--- config.mk ---
export PLATFORM = sky130hd
export DESIGN_NAME = alu_src2_seq
export DESIGN_NICKNAME = d
export VERILOG_FILES = /design/src/rtl/alu_src2_pkg.sv /design/src/rtl/reglist_popcount.sv /design/src/rtl/alu_src2_seq.sv
export SDC_FILE = /design/constraint.sdc
export NUM_CORES = 1
export LEC_CHECK = 0
export CAP_MARGIN = 10
export CORE_MARGIN = 8
export CORE_UTILIZATION = 30
export DETAILED_ROUTE_END_ITERATION = 7
export PLACE_DENSITY = 0.49
export RECOVER_POWER = 100
export SYNTH_ARGS = -nofsm -noshare
export SYNTH_HDL_FRONTEND = slang
export SYNTH_SLANG_ARGS = --single-unit
--- constraint.sdc ---
create_clock -name clk -period 9 [get_ports clk]
set_input_delay 0.9 -clock clk [delete_from_list [all_inputs] [get_ports clk]]
set_output_delay 0.9 -clock clk [all_outputs]
set_load 0.05 [all_outputs]
--- src/rtl/alu_src2_pkg.sv ---
// Shared select codes and FSM state type for the ALU operand-2 stage.
// Imported by alu_src2_seq and its helpers.
package alu_src2_pkg;

  localparam logic [2:0] S2_RM            = 3'd0;
  localparam logic [2:0] S2_IMM32         = 3'd1;
  localparam logic [2:0] S2_NOT_RM        = 3'd2;
  localparam logic [2:0] S2_NOT_IMM32     = 3'd3;
  localparam logic [2:0] S2_BIT_COUNT     = 3'd4;
  localparam logic [2:0] S2_NOT_BIT_COUNT = 3'd5;
  localparam logic [2:0] S2_LIST          = 3'd6;
  localparam logic [2:0] S2_RSVD          = 3'd7;

  typedef enum logic {
    IDLE = 1'b0,
    SEQ  = 1'b1
  } state_t;

endpackage

--- src/rtl/reglist_popcount.sv ---
// Register-list helper: population count and index of the lowest set bit.
// Ports: bits (list in), count (IDX_W+1 bits), lowest (0 when list empty).
module reglist_popcount #(
  parameter int REGLIST_W = 16
) (
  input  logic [REGLIST_W-1:0]         bits,
  output logic [$clog2(REGLIST_W):0]   count,
  output logic [$clog2(REGLIST_W)-1:0] lowest
);

  localparam int IDX_W = $clog2(REGLIST_W);
  localparam int CNT_W = IDX_W + 1;

  // Scan high to low so the last hit is the lowest set bit.
  always_comb begin
    count  = '0;
    lowest = '0;
    for (int i = REGLIST_W - 1; i >= 0; i--) begin
      if (bits[i]) begin
        count  = count + CNT_W'(1);
        lowest = IDX_W'(i);
      end
    end
  end

endmodule

--- src/rtl/alu_src2_seq.sv ---
// Registered ALU operand-2 stage: operand select/invert, list byte count,
// and LDM/STM register-list walker emitting one offset beat per register.
// Ports: clk, reset (sync, high); in_valid/in_ready, src_sel, rm, imm32,
// reg_list; out_valid/out_ready, alu_src2, list_reg, list_last; busy.
module alu_src2_seq
  import alu_src2_pkg::*;
#(
  parameter int DATA_W    = 32,
  parameter int REGLIST_W = 16,
  parameter int STEP_LOG2 = 2
) (
  input  logic                         clk,
  input  logic                         reset,
  input  logic                         in_valid,
  output logic                         in_ready,
  input  logic [2:0]                   src_sel,
  input  logic [DATA_W-1:0]            rm,
  input  logic [DATA_W-1:0]            imm32,
  input  logic [REGLIST_W-1:0]         reg_list,
  output logic                         out_valid,
  input  logic                         out_ready,
  output logic [DATA_W-1:0]            alu_src2,
  output logic [$clog2(REGLIST_W)-1:0] list_reg,
  output logic                         list_last,
  output logic                         busy
);

  localparam int IDX_W = $clog2(REGLIST_W);
  localparam int CNT_W = IDX_W + 1;

  state_t               state;
  logic [REGLIST_W-1:0] rem;
  logic [REGLIST_W-1:0] rem_next;
  logic [REGLIST_W-1:0] pc_in;
  logic [CNT_W-1:0]     k;
  logic [CNT_W-1:0]     k_next;
  logic [CNT_W-1:0]     pc_cnt;
  logic [IDX_W-1:0]     pc_low;
  logic [DATA_W-1:0]    cnt_bytes;
  logic [DATA_W-1:0]    next_off;
  logic [DATA_W-1:0]    single_val;
  logic                 in_fire;
  logic                 start_seq;
  logic                 pc_one;

  assign in_ready = (state == IDLE) && (!out_valid || out_ready);
  assign in_fire  = in_valid && in_ready;
  assign busy     = (state == SEQ);

  // Drop the bit of the beat being presented now.
  assign rem_next = rem & (rem - REGLIST_W'(1));

  // One counter serves both the incoming list (IDLE) and
  // the list that remains after the current beat (SEQ).
  assign pc_in = (state == SEQ) ? rem_next : reg_list;

  reglist_popcount #(
    .REGLIST_W (REGLIST_W)
  ) u_pop (
    .bits   (pc_in),
    .count  (pc_cnt),
    .lowest (pc_low)
  );

  assign pc_one    = (pc_cnt == CNT_W'(1));
  assign k_next    = k + CNT_W'(1);
  assign cnt_bytes = DATA_W'(pc_cnt) << STEP_LOG2;
  assign next_off  = DATA_W'(k_next) << STEP_LOG2;
  assign start_seq = (src_sel == S2_LIST) && (|reg_list);

  always_comb begin
    single_val = '0;
    unique case (src_sel)
      S2_RM:            single_val = rm;
      S2_IMM32:         single_val = imm32;
      S2_NOT_RM:        single_val = ~rm;
      S2_NOT_IMM32:     single_val = ~imm32;
      S2_BIT_COUNT:     single_val = cnt_bytes;
      S2_NOT_BIT_COUNT: single_val = ~cnt_bytes;
      S2_LIST:          single_val = '0;
      S2_RSVD:          single_val = '0;
      default:          single_val = '0;
    endcase
  end

  always_ff @(posedge clk) begin
    if (reset) begin
      state     <= IDLE;
      rem       <= '0;
      k         <= '0;
      out_valid <= 1'b0;
      alu_src2  <= '0;
      list_reg  <= '0;
      list_last <= 1'b0;
    end else begin
      unique case (state)
        IDLE: begin
          if (in_fire) begin
            out_valid <= 1'b1;
            if (start_seq) begin
              state     <= SEQ;
              rem       <= reg_list;
              k         <= '0;
              alu_src2  <= '0;
              list_reg  <= pc_low;
              list_last <= pc_one;
            end else begin
              alu_src2  <= single_val;
              list_reg  <= '0;
              list_last <= 1'b1;
            end
          end else if (out_ready) begin
            out_valid <= 1'b0;
          end
        end
        SEQ: begin
          // A beat is always presented in SEQ, so out_ready
          // alone means the current beat is consumed.
          if (out_ready) begin
            if (rem_next == '0) begin
              state     <= IDLE;
              rem       <= '0;
              k         <= '0;
              out_valid <= 1'b0;
            end else begin
              rem       <= rem_next;
              k         <= k_next;
              alu_src2  <= next_off;
              list_reg  <= pc_low;
              list_last <= pc_one;
            end
          end
        end
        default: state <= IDLE;
      endcase
    end
  end

endmodule

# Word-level counts from Yosys, hierarchy flattened
# Cells that the tools add are included.
# classes
order_cmp	0
addsub	17
n_reduce_logical	12
bitwise_logic	5
mux	69
n_mul	0
shift	0
n_eq_ne	14
div	0
# ops
cell	n
case mux 32 bit (7 select lines)	1
2-to-1 mux 32 bit	4
2-to-1 mux 5 bit	19
2-to-1 mux 16 bit	5
2-to-1 mux 4 bit	20
adder 5 x 1 -> 5 bit, second input constant	15
inverter 32 bit	2
case mux 32 bit (2 select lines)	1
inverter 7 -> 32 bit	1
case mux 16 bit (2 select lines)	1
bitwise AND 16 bit	1
zero test 16 bit	1
OR reduction 16 bit	1
subtractor 16 x 1 -> 16 bit, second input constant	1
2-to-1 mux 1 bit	13
equality test 3 bit, second input constant	4
case mux 5 bit (2 select lines)	1
AND reduction 3 bit	3
!= test 2 bit, second input constant	4
case mux 4 bit (2 select lines)	1
equality test 3 x 2 -> 1 bit, second input constant	2
case mux 1 bit (2 select lines)	3
equality test 5 x 1 -> 1 bit, second input constant	1
equality test 3 x 1 -> 1 bit, second input constant	1
other kinds (9)	11
# totals
ff_bits	60
latch_bits	0
mem_bits_ro	0
memories	0
ram_bits	0
in_bits	87
output_inout_bits	40

# Depth between registers and ports, before layout
# Gate-level depths: netlist (run 1).
# depth
ltp_word	39
ltp_mapped	53

# Hierarchy
# Synthesis (run 1) repeated with hierarchy kept, for this count alone.
# unflattened
hier_cells	758
hier_area_um2	5821.8
# by_module_without_submodules
module	cells_each	seq_area_each_um2	instances	area_per_inst_um2
alu_src2_seq	478	1201.2	1	3804.9
reglist_popcount	280	0.0	1	2016.9

# Least setup slack after synthesis (run 1)
# No wires, ideal clock.
# synth_path
kind	register to register
from	reg state, in the netlist busy
to	reg alu_src2[6]
slack_ns	-1.150
t_required_ns	8.878
period_less_slack_ns	10.150
path_stages_with_launch	51
t_arrival_ns	10.028
cell_sequence	dfxtp_1 buf_2 buf_2 clkbuf_1 clkbuf_1 o21ai_0 ha_1 nand3_1 a21boi_0 nand2_1 inv_1 ha_1 xor2_1 xor2_1 a22oi_1 a31oi_1 a21oi_1 a21oi_1 [15 not listed] o31ai_1 a21oi_1 xnor2_1 and2_1 nor2_1 ha_1 xnor2_1 a21oi_1 nand2_1 ha_1 nor2_1 a31oi_1 ha_1 nand2_1 and3b_1 or4b_1 nor2_1 nor4_2
# synth_between
elab_chain_len	37
# synth_rtl
item	line_no	source
start: declaration	alu_src2_seq.sv:31	state_t state;
start signal: assignment	alu_src2_seq.sv:88	state <= IDLE;
start signal: assignment	alu_src2_seq.sv:101	state <= SEQ;
start signal: assignment	alu_src2_seq.sv:121	state <= IDLE;
2-to-1 mux 16 bit	alu_src2_seq.sv:55	assign pc_in = (state == SEQ) ? rem_next : reg_list;
2-to-1 mux 1 bit	reglist_popcount.sv:19	if (bits[i]) begin
adder 1 x 1 -> 2 bit	reglist_popcount.sv:20	count = count + CNT_W'(1);
2-to-1 mux 5 bit	reglist_popcount.sv:19	
adder 5 x 1 -> 5 bit	reglist_popcount.sv:20	
2-to-1 mux 5 bit	reglist_popcount.sv:19	
adder 5 x 1 -> 5 bit	reglist_popcount.sv:20	
2-to-1 mux 5 bit	reglist_popcount.sv:19	
[21 not listed]	--	
2-to-1 mux 5 bit	reglist_popcount.sv:19	
adder 5 x 1 -> 5 bit	reglist_popcount.sv:20	
2-to-1 mux 5 bit	reglist_popcount.sv:19	
inverter 7 -> 32 bit	alu_src2_seq.sv:79	S2_NOT_BIT_COUNT: single_val = ~cnt_bytes;
case mux 32 bit (7 select lines)	alu_src2_seq.sv:73	unique case (src_sel)
2-to-1 mux 32 bit	alu_src2_seq.sv:100	if (start_seq) begin
2-to-1 mux 32 bit	alu_src2_seq.sv:98	if (in_fire) begin
case mux 32 bit (2 select lines)	alu_src2_seq.sv:96	unique case (state)
end signal: assignment	alu_src2_seq.sv:108	alu_src2 <= single_val;
end signal: assignment	alu_src2_seq.sv:128	alu_src2 <= next_off;
end: declaration	alu_src2_seq.sv:22	output logic [DATA_W-1:0] alu_src2,
# Several ways; a longest one is shown, not always the timed one. The select of a mux whose other input is x is not followed.
# A chain may end at the register's enable or synchronous reset.

# Worst setup path in the final report (run 1)
# layout_path
from	reg rem[3]
to	reg alu_src2[6]
# layout_between
elab_chain_len	39
# layout_rtl
item	line_no	source
start: declaration	alu_src2_seq.sv:32	logic [REGLIST_W-1:0] rem;
start signal: assignment	alu_src2_seq.sv:102	rem <= reg_list;
start signal: assignment	alu_src2_seq.sv:126	rem <= rem_next;
subtractor 16 x 1 -> 16 bit	alu_src2_seq.sv:51	assign rem_next = rem & (rem - REGLIST_W'(1));
bitwise AND 16 bit *	alu_src2_seq.sv:51	
2-to-1 mux 16 bit	alu_src2_seq.sv:55	
2-to-1 mux 1 bit	reglist_popcount.sv:19	
adder 1 x 1 -> 2 bit	reglist_popcount.sv:20	
2-to-1 mux 5 bit	reglist_popcount.sv:19	
adder 5 x 1 -> 5 bit	reglist_popcount.sv:20	
2-to-1 mux 5 bit	reglist_popcount.sv:19	
[23 not listed]	--	
2-to-1 mux 5 bit	reglist_popcount.sv:19	
adder 5 x 1 -> 5 bit	reglist_popcount.sv:20	
2-to-1 mux 5 bit	reglist_popcount.sv:19	
inverter 7 -> 32 bit	alu_src2_seq.sv:79	
case mux 32 bit (7 select lines)	alu_src2_seq.sv:73	
2-to-1 mux 32 bit	alu_src2_seq.sv:100	
2-to-1 mux 32 bit	alu_src2_seq.sv:98	
case mux 32 bit (2 select lines)	alu_src2_seq.sv:96	
# Mark *: on every way between the ends. The rest lies on a longest branch, timed or not. The select of a mux whose other input is x is not followed.

==> results.md, run 1 <==
* Detailed-route wire length at 23.6 mm
* Share of the synthesized area in the top cell type at 0.185
* Clock share of power at 0.167
* Layout cell share with drive strength beyond 1 at 0.209
* Storage cell area at 1210 um^2
* Setup ws final at -0.192 ns
* Worst slew pin tran at 1.04 ns
* Power Internal at 1.41 mW
* Vias at 7285
* Io pins at 127
* Row cnt at 54
* Peak supply drop at 141 uV
* Largest net degree at the start of global routing at 68
* Wire per inst at 17.0 um
* Largest registers: alu_src2 (32), rem (16), k (5)
* Fin crit period at 9.19 ns
* Die ar. at 26600 um^2
* Slowest stage delay, CP at 0.48 ns
* Area taken by multi-input logic gates at 5300 um^2
* ANT nets after route at 0
* Cell count after synthesis at 902
* Slowest CP cell: or4b_4
* Relative slew slack at 0.304
* Part of the cycle the worst path needs at 1.02
* CTS max path bufs at 2
* Buffer and inverter count on the worst path at 3
* Worst-Skew Late Latency at 0.33 ns
* Most flop-heavy register: alu_src2
* Setup violations, final at 3
* Top_reg_cell synth: dfxtp_1
* Power per Cell Area at 249 nW/um^2
* Comb pwr share at 0.709
* Die Wd at 163 um
* Post-route insts no fill at 1391
* Seq cells post-synth at 60
* Fmax at 0.109 GHz
* CP startpoint kind: flop
* Critical Path Most Common Cell: ha_4
* Sequential area share after synthesis at 0.185
* Ys Warns at 0
* Initial antenna violation count at 0
* EDFF count, synth at 0
* Initial core utilization at 0.302
* Placed insts at 1342
* Cell taking the most area after synthesis: dfxtp_1
* Vias in the first global route at 7200
* Max-slew violations at 0
* Critical Path RT at 9.21 ns
* Number of buffers created by CTS at 9
* TritonCTS clock tree: built
* Pre-Repair DR Iteration Count at 4
* Die Ht at 163 um
* Status: finished with violations
* Tot Pwr at 2.37 mW
* Synthesized Nets at 1007
* Synth Cell Area at 6500 um^2
* Critical Path End Type: flop
* Lkg Pwr at 3.70 nW
* Nets at 1211
* Hold crit path type: flop to flop
* Final hold violations at 0
* Core ar. at 21600 um^2
* Max FFs per register at 32
* Clk_skew at 0.00635 ns
* DRC at 0
* Mapped Avg Cell Area at 7.20 um^2
* Switch Pwr at 959 uW
* Clk slew on worst S/H paths at 0.06 ns
* First-pass GRT wire length at 38.0 mm
* H-tree depth at 3
* Failing checks: setup timing
* RSZ-0062 raised after global routing: true
* Synth area leaders: dfxtp_1, xnor2_1, a21oi_1
* Clock root buffer: clkbuf_16
* Routability cong. at 0.848
* Reg power frac at 0.124
* Setup CP Type: flop to flop
* Arrival @ worst endpoint at 9.40 ns
* Cell family with most CP delay: compound AO/OA/AOI/OAI gates
* DR iter-0 viols at 424
* HPWL after detailed placement at 17.5 mm
* Gr usage total at 0.174
* Buffers on Ports at 126
* Clock Sink Count at 60
* N_diodes at 0
* Yosys cell types at 83
* Vias per std cell at 5.24
* Area added between synthesis and finish at 46.6%
* Gr ovfl total at 0
* Fillers at 2235
* Critical path peak fanout at 4
* Synth async-reset ratio at 0
* Max Cap Viol at 0
* Switching power share of the total at 0.404
==> per-stage QoR <==
step           setup TNS, ns  utilization  area, um^2  worst slack [ns]  hold WS, ns
2_1_floorplan         -0.123            -        6600            -0.106        0.449
3_3_place_gp          -0.737        0.402        8660            -0.249        0.438
3_5_place_dp           -1.13        0.402        8660            -0.366        0.445
4_1_cts               -0.116        0.432        9310           -0.0804        0.453
5_1_grt                -2.88        0.442        9520            -0.734        0.465
6_report              -0.379        0.442        9520            -0.192        0.449
==> area by class of cell <==
type | instances | share of cell area
tap | 280 | 0.0368
inverter | 25 | 0.0101
multi-input combinational | 754 | 0.557
timing repair buffer | 256 | 0.234
sequential | 60 | 0.127
clock inverter | 7 | 0.0120
clock buffer | 9 | 0.0236
==> cell usage after synthesis (all sizes together), types with 9 or more instances <==
cell type  number
nor2b           9
inv            23
mux2i          13
o22a           27
o21ai          27
a21oi          83
xor2           10
ha             18
dfxtp          60
a21o            9
nand3          48
nand4          11
nor2          107
nor4           12
a211oi         19
buf            18
a31oi          13
xnor2          67
nand2          98
nor3           29
clkbuf         45
o22ai          30
==> cell families after synthesis <==
group	Yosys count	synth area share
AOI/OAI and AO/OA	277	0.299
muxes	16	0.0252
xor gates and xnor gates	85	0.141
and+or+nand+nor	355	0.256
buffers and inverters	88	0.0537
adders and majority gates	21	0.0393
DFF	60	0.185
==> layout by cell type, fill, tap and decap left out, drive strengths merged, types with 5 or more instances in the layout <==
master / count
buf: 131
nor2: 107
nand2: 98
a21oi: 83
clkdlybuf4s50: 82
xnor2: 67
dfxtp: 60
nand3: 48
dlygate4sd3: 40
o22ai: 30
nor3: 29
o22a: 27
o21ai: 27
inv: 24
a211oi: 19
ha: 18
mux2i: 13
a31oi: 13
clkbuf: 12
nor4: 12
nand4: 11
xor2: 10
nor2b: 9
a21o: 9
and3: 8
xnor3: 8
o211ai: 6
and2: 5
or3: 5
o221ai: 5
==> worst paths after layout <==
check,start,endpoint,slack [ns],cells after the start
worst min register to register,alu_src2[11],alu_src2[11],0.45,2
worst max-delay path,rem[3],alu_src2[6],-0.19,48
worst max register to register,rem[3],alu_src2[6],-0.19,48
worst min-delay path,alu_src2[11],alu_src2[11],0.45,2
==> power by group through the flow <==
stage / Clock [mW] / Sequential, mW / Combinational [mW]
after floorplan: 0 / 0.343 / 0.981
after global placement: 0 / 0.298 / 1.46
after detailed placement: 0 / 0.298 / 1.46
after CTS: 0.404 / 0.294 / 1.60
after global routing: 0.415 / 0.295 / 1.83
final: 0.396 / 0.293 / 1.68
==> worst reg2reg max path: cells and delay by family, from the launching register on <==
kind | cells | cell delay, ns
XOR/XNOR | 4 | 0.75
adder cells (fa/ha/maj) | 8 | 2.21
AND/OR/NAND/NOR | 16 | 2.17
buffers and inverters | 3 | 0.32
multiplexers | 2 | 0.32
flip-flops | 1 | 0.34
AO/OA/AOI/OAI | 15 | 2.94
==> what timing repair did <==
action / CTS / global route
setup endpoints to repair: 5 / 5
setup buffers: 29 / 9
pin swaps: 29 / 36
hold buffers: 0 / 0
resized for setup: 21 / 37
==> routing by layer <==
layer / vias to the layer above / GRT usage / share of wire
met1: 3370 / 0.220 / 0.46
li1: 3731 / - / -
met2: 153 / 0.282 / 0.46
met3: 31 / 0.0512 / 0.070
met4: 0 / 0.0467 / 0.018
met5: - / 0 / 0
No activity file was read; power rests on OpenSTA's default activity.
==> run 2: changes to the inputs <==
- CAP_MARGIN: 10 -> default
- CORE_UTILIZATION: 30 -> 49
- PLACE_DENSITY: 0.49 -> 0.75
- SLEW_MARGIN: default -> 10
==> results.md, run 2 (synthesis results as in run 1) <==
* Clk slew on worst S/H paths at 0.05 ns (about the same)
* Relative slew slack at -0.517 (-0.821)
* Most frequent cells in the layout: buf_4, nor2_1, nand2_1
* Detailed-route wire length at 21.3 mm (-9.8%)
* Clk_skew at 0.00559 ns (-0.000755 ns)
* Most flop-heavy register: alu_src2
* Critical Path RT at 9.21 ns (about the same)
* Buffers on Ports at 126 (unchanged)
* N_diodes at 0 (unchanged)
* Power per Cell Area at 257 nW/um^2 (+3.1%)
* CP startpoint kind: flop
* Capturing point of the worst reg2reg path: alu_src2[6]
* Setup CP Type: flop to flop
* Most common cell after layout, fill and taps aside: buf_4
* Setup ws final at -0.242 ns (-0.0499 ns)
* Pre-CTS setup slack at -0.419 ns (-0.0532 ns)
* Max-slew violations at 38 (+38)
* Vias per std cell at 5.88 (+12%)
* Die Wd at 131 um (-20%)
* HP Start: alu_src2[16]
* Number of buffers created by CTS at 9 (unchanged)
* Die Ht at 131 um (-20%)
* H-tree depth at 3 (unchanged)
* Post-Layout Inst Area at 9130 um^2 (-4.2%)
* Critical Path End Type: flop
* Fmax at 0.108 GHz (-0.54%)
* Slowest CP cell: or4b_4
* Layout cell share with drive strength beyond 1 at 0.185 (-0.0242)
* Gr ovfl total at 0 (unchanged)
* ANT nets after route at 0 (unchanged)
* Arrival @ worst endpoint at 9.45 ns (+0.05 ns)
* Failing checks: capacitance limit, slew limit, setup timing
* Fillers at 1090 (-51%)
* Routability cong. at 0.883 (+4.1%)
* Worst-Skew Late Latency at 0.33 ns (about the same)
* Placed cell area at 8460 um^2 (-2.4%)
* Worst R2R Start: rem[3]
* CTS max path bufs at 2 (unchanged)
* Launch point of the worst path: rem[3]
* Initial antenna violation count at 0 (unchanged)
* Setup violations, final at 3 (unchanged)
* R2R setup slack at -0.24 ns (-0.05 ns)
* Wire per inst at 16.8 um (-1.2%)
* Die ar. at 17200 um^2 (-35%)
* Critical path peak fanout at 5 (+1)
* Max Cap Viol at 1 (+1)
* Lkg Pwr at 3.60 nW (-2.7%)
* Worst slew pin tran at 2.28 ns (+1.23 ns)
* Part of the cycle the worst path needs at 1.03 (+0.00555)
* Area added between synthesis and finish at 40.5%
* HPWL after detailed placement at 15.4 mm (-12%)
* TritonCTS clock tree: built
* Hold buffer count at cts at 0 (unchanged)
* Core ar. at 13100 um^2 (-39%)
* Clock Sink Count at 60 (unchanged)
* Nets at 1194 (-1.4%)
* RSZ-0062 raised after global routing: true
* R2R cell count at 46 (-4.2%)
* Initial core utilization at 0.497 (+0.195)
* Vias in the first global route at 7171 (-0.40%)
* Clock root buffer: clkbuf_16
* Peak supply drop at 219 uV (+55%)
* Slowest stage delay, CP at 0.49 ns (about the same)
* DRC at 0 (unchanged)
* Critical Path Most Common Cell: ha_1
* Io pins at 127 (unchanged)
* Gr usage total at 0.236 (+0.0624)
* Tot Pwr at 2.34 mW (-1.2%)
* DR iter-0 viols at 617 (+46%)
* Worst Hold End: alu_src2[16]
* Final hold violations at 0 (unchanged)
* Vias at 7469 (+2.5%)
* Status: finished with violations
* First-pass GRT wire length at 35.0 mm (-7.9%)
* Max FFs per register at 32 (unchanged)
* Largest net degree at the start of global routing at 68 (unchanged)
* Hold depth at 2 (unchanged)
* Largest registers: alu_src2 (32), rem (16), k (5)
* Row cnt at 42 (-22%)
* Fin crit period at 9.24 ns (+0.0499 ns)
* Worst hold margin at 0.446 ns (-0.00275 ns)
* Pre-Repair DR Iteration Count at 5 (+1)
* Hold crit path type: flop to flop
## run 2: cell types whose count changed in the layout (fill, tap and decap cells not counted), moves of 3 or more
| cell | before | now |
|---|---|---|
| a31oi_1 | 8 | 11 |
| a31oi_4 | 3 | 0 |
| buf_4 | 123 | 110 |
| buf_6 | 4 | 1 |
| nor2_1 | 100 | 103 |
| o21ai_1 | 2 | 5 |
| o21ai_2 | 4 | 1 |
## run 2: critical path, delay by kind of cell, from the launching register on
kind / cells / cell delay [ns]
flops: 1 / 0.34
xor+xnor: 3 / 0.56
mux: 3 / 0.54
simple gates: 17 / 2.57
buf+inv: 2 / 0.20
compound gates: 13 / 2.64
fa+ha+maj: 8 / 2.28
## run 2: layout make-up
| type | instances | area (um^2) | area share |
|---|---|---|---|
| Timing Repair Buffer | 239 | 2090 | 0.229 |
| Tap cell | 176 | 220 | 0.0241 |
| Clock buffer | 11 | 254 | 0.0278 |
| Clock inverter | 5 | 80.1 | 0.00877 |
| Multi-Input combinational cell | 754 | 5180 | 0.568 |
| Sequential cell | 60 | 1210 | 0.133 |
| Inverter | 25 | 93.8 | 0.0103 |
## run 2: worst max path at each step
stage / endpoint / cells after the start
3_3_place_gp: alu_src2[6] / 44
6_report: alu_src2[6] / 46
4_1_cts: alu_src2[6] / 50
5_1_grt: alu_src2[6] / 50
2_1_floorplan: alu_src2[6] / 51
3_5_place_dp: alu_src2[6] / 49
## run 2: stage by stage
step           utilization  cells  TNS (ns)
2_1_floorplan            -    902    -0.123
3_3_place_gp         0.646   1228    -0.287
3_5_place_dp         0.646   1228     -1.42
4_1_cts              0.688   1261   -0.0443
5_1_grt              0.698   1270     -2.83
6_report             0.698   1270    -0.455
## run 2: metal layers
metal,track usage,vias to the layer above,routed length (um)
met2,0.392,303,10100
met3,0.0606,41,1810
li1,-,3699,-
met5,0,-,0
met1,0.288,3426,8890
met4,0.0878,0,550
## run 2: timing repair
action	4_1_cts	5_1_grt
setup buffers	17	10
pin swaps	26	32
endpoints found under the hold margin	0	0
setup endpoints to repair	4	5
resized for setup	15	19
## run 2: report_power, final
part           internal, mW  switching, mW
registers             0.283         0.0114
clock network         0.260          0.121
logic                 0.853          0.817
total                  1.40          0.949
==> run 3: changes to the inputs <==
- CTS_CLUSTER_DIAMETER: default -> 150
==> results of run 3 <==
Same layout as run 2: the final DEF is identical, and so are final timing and power.
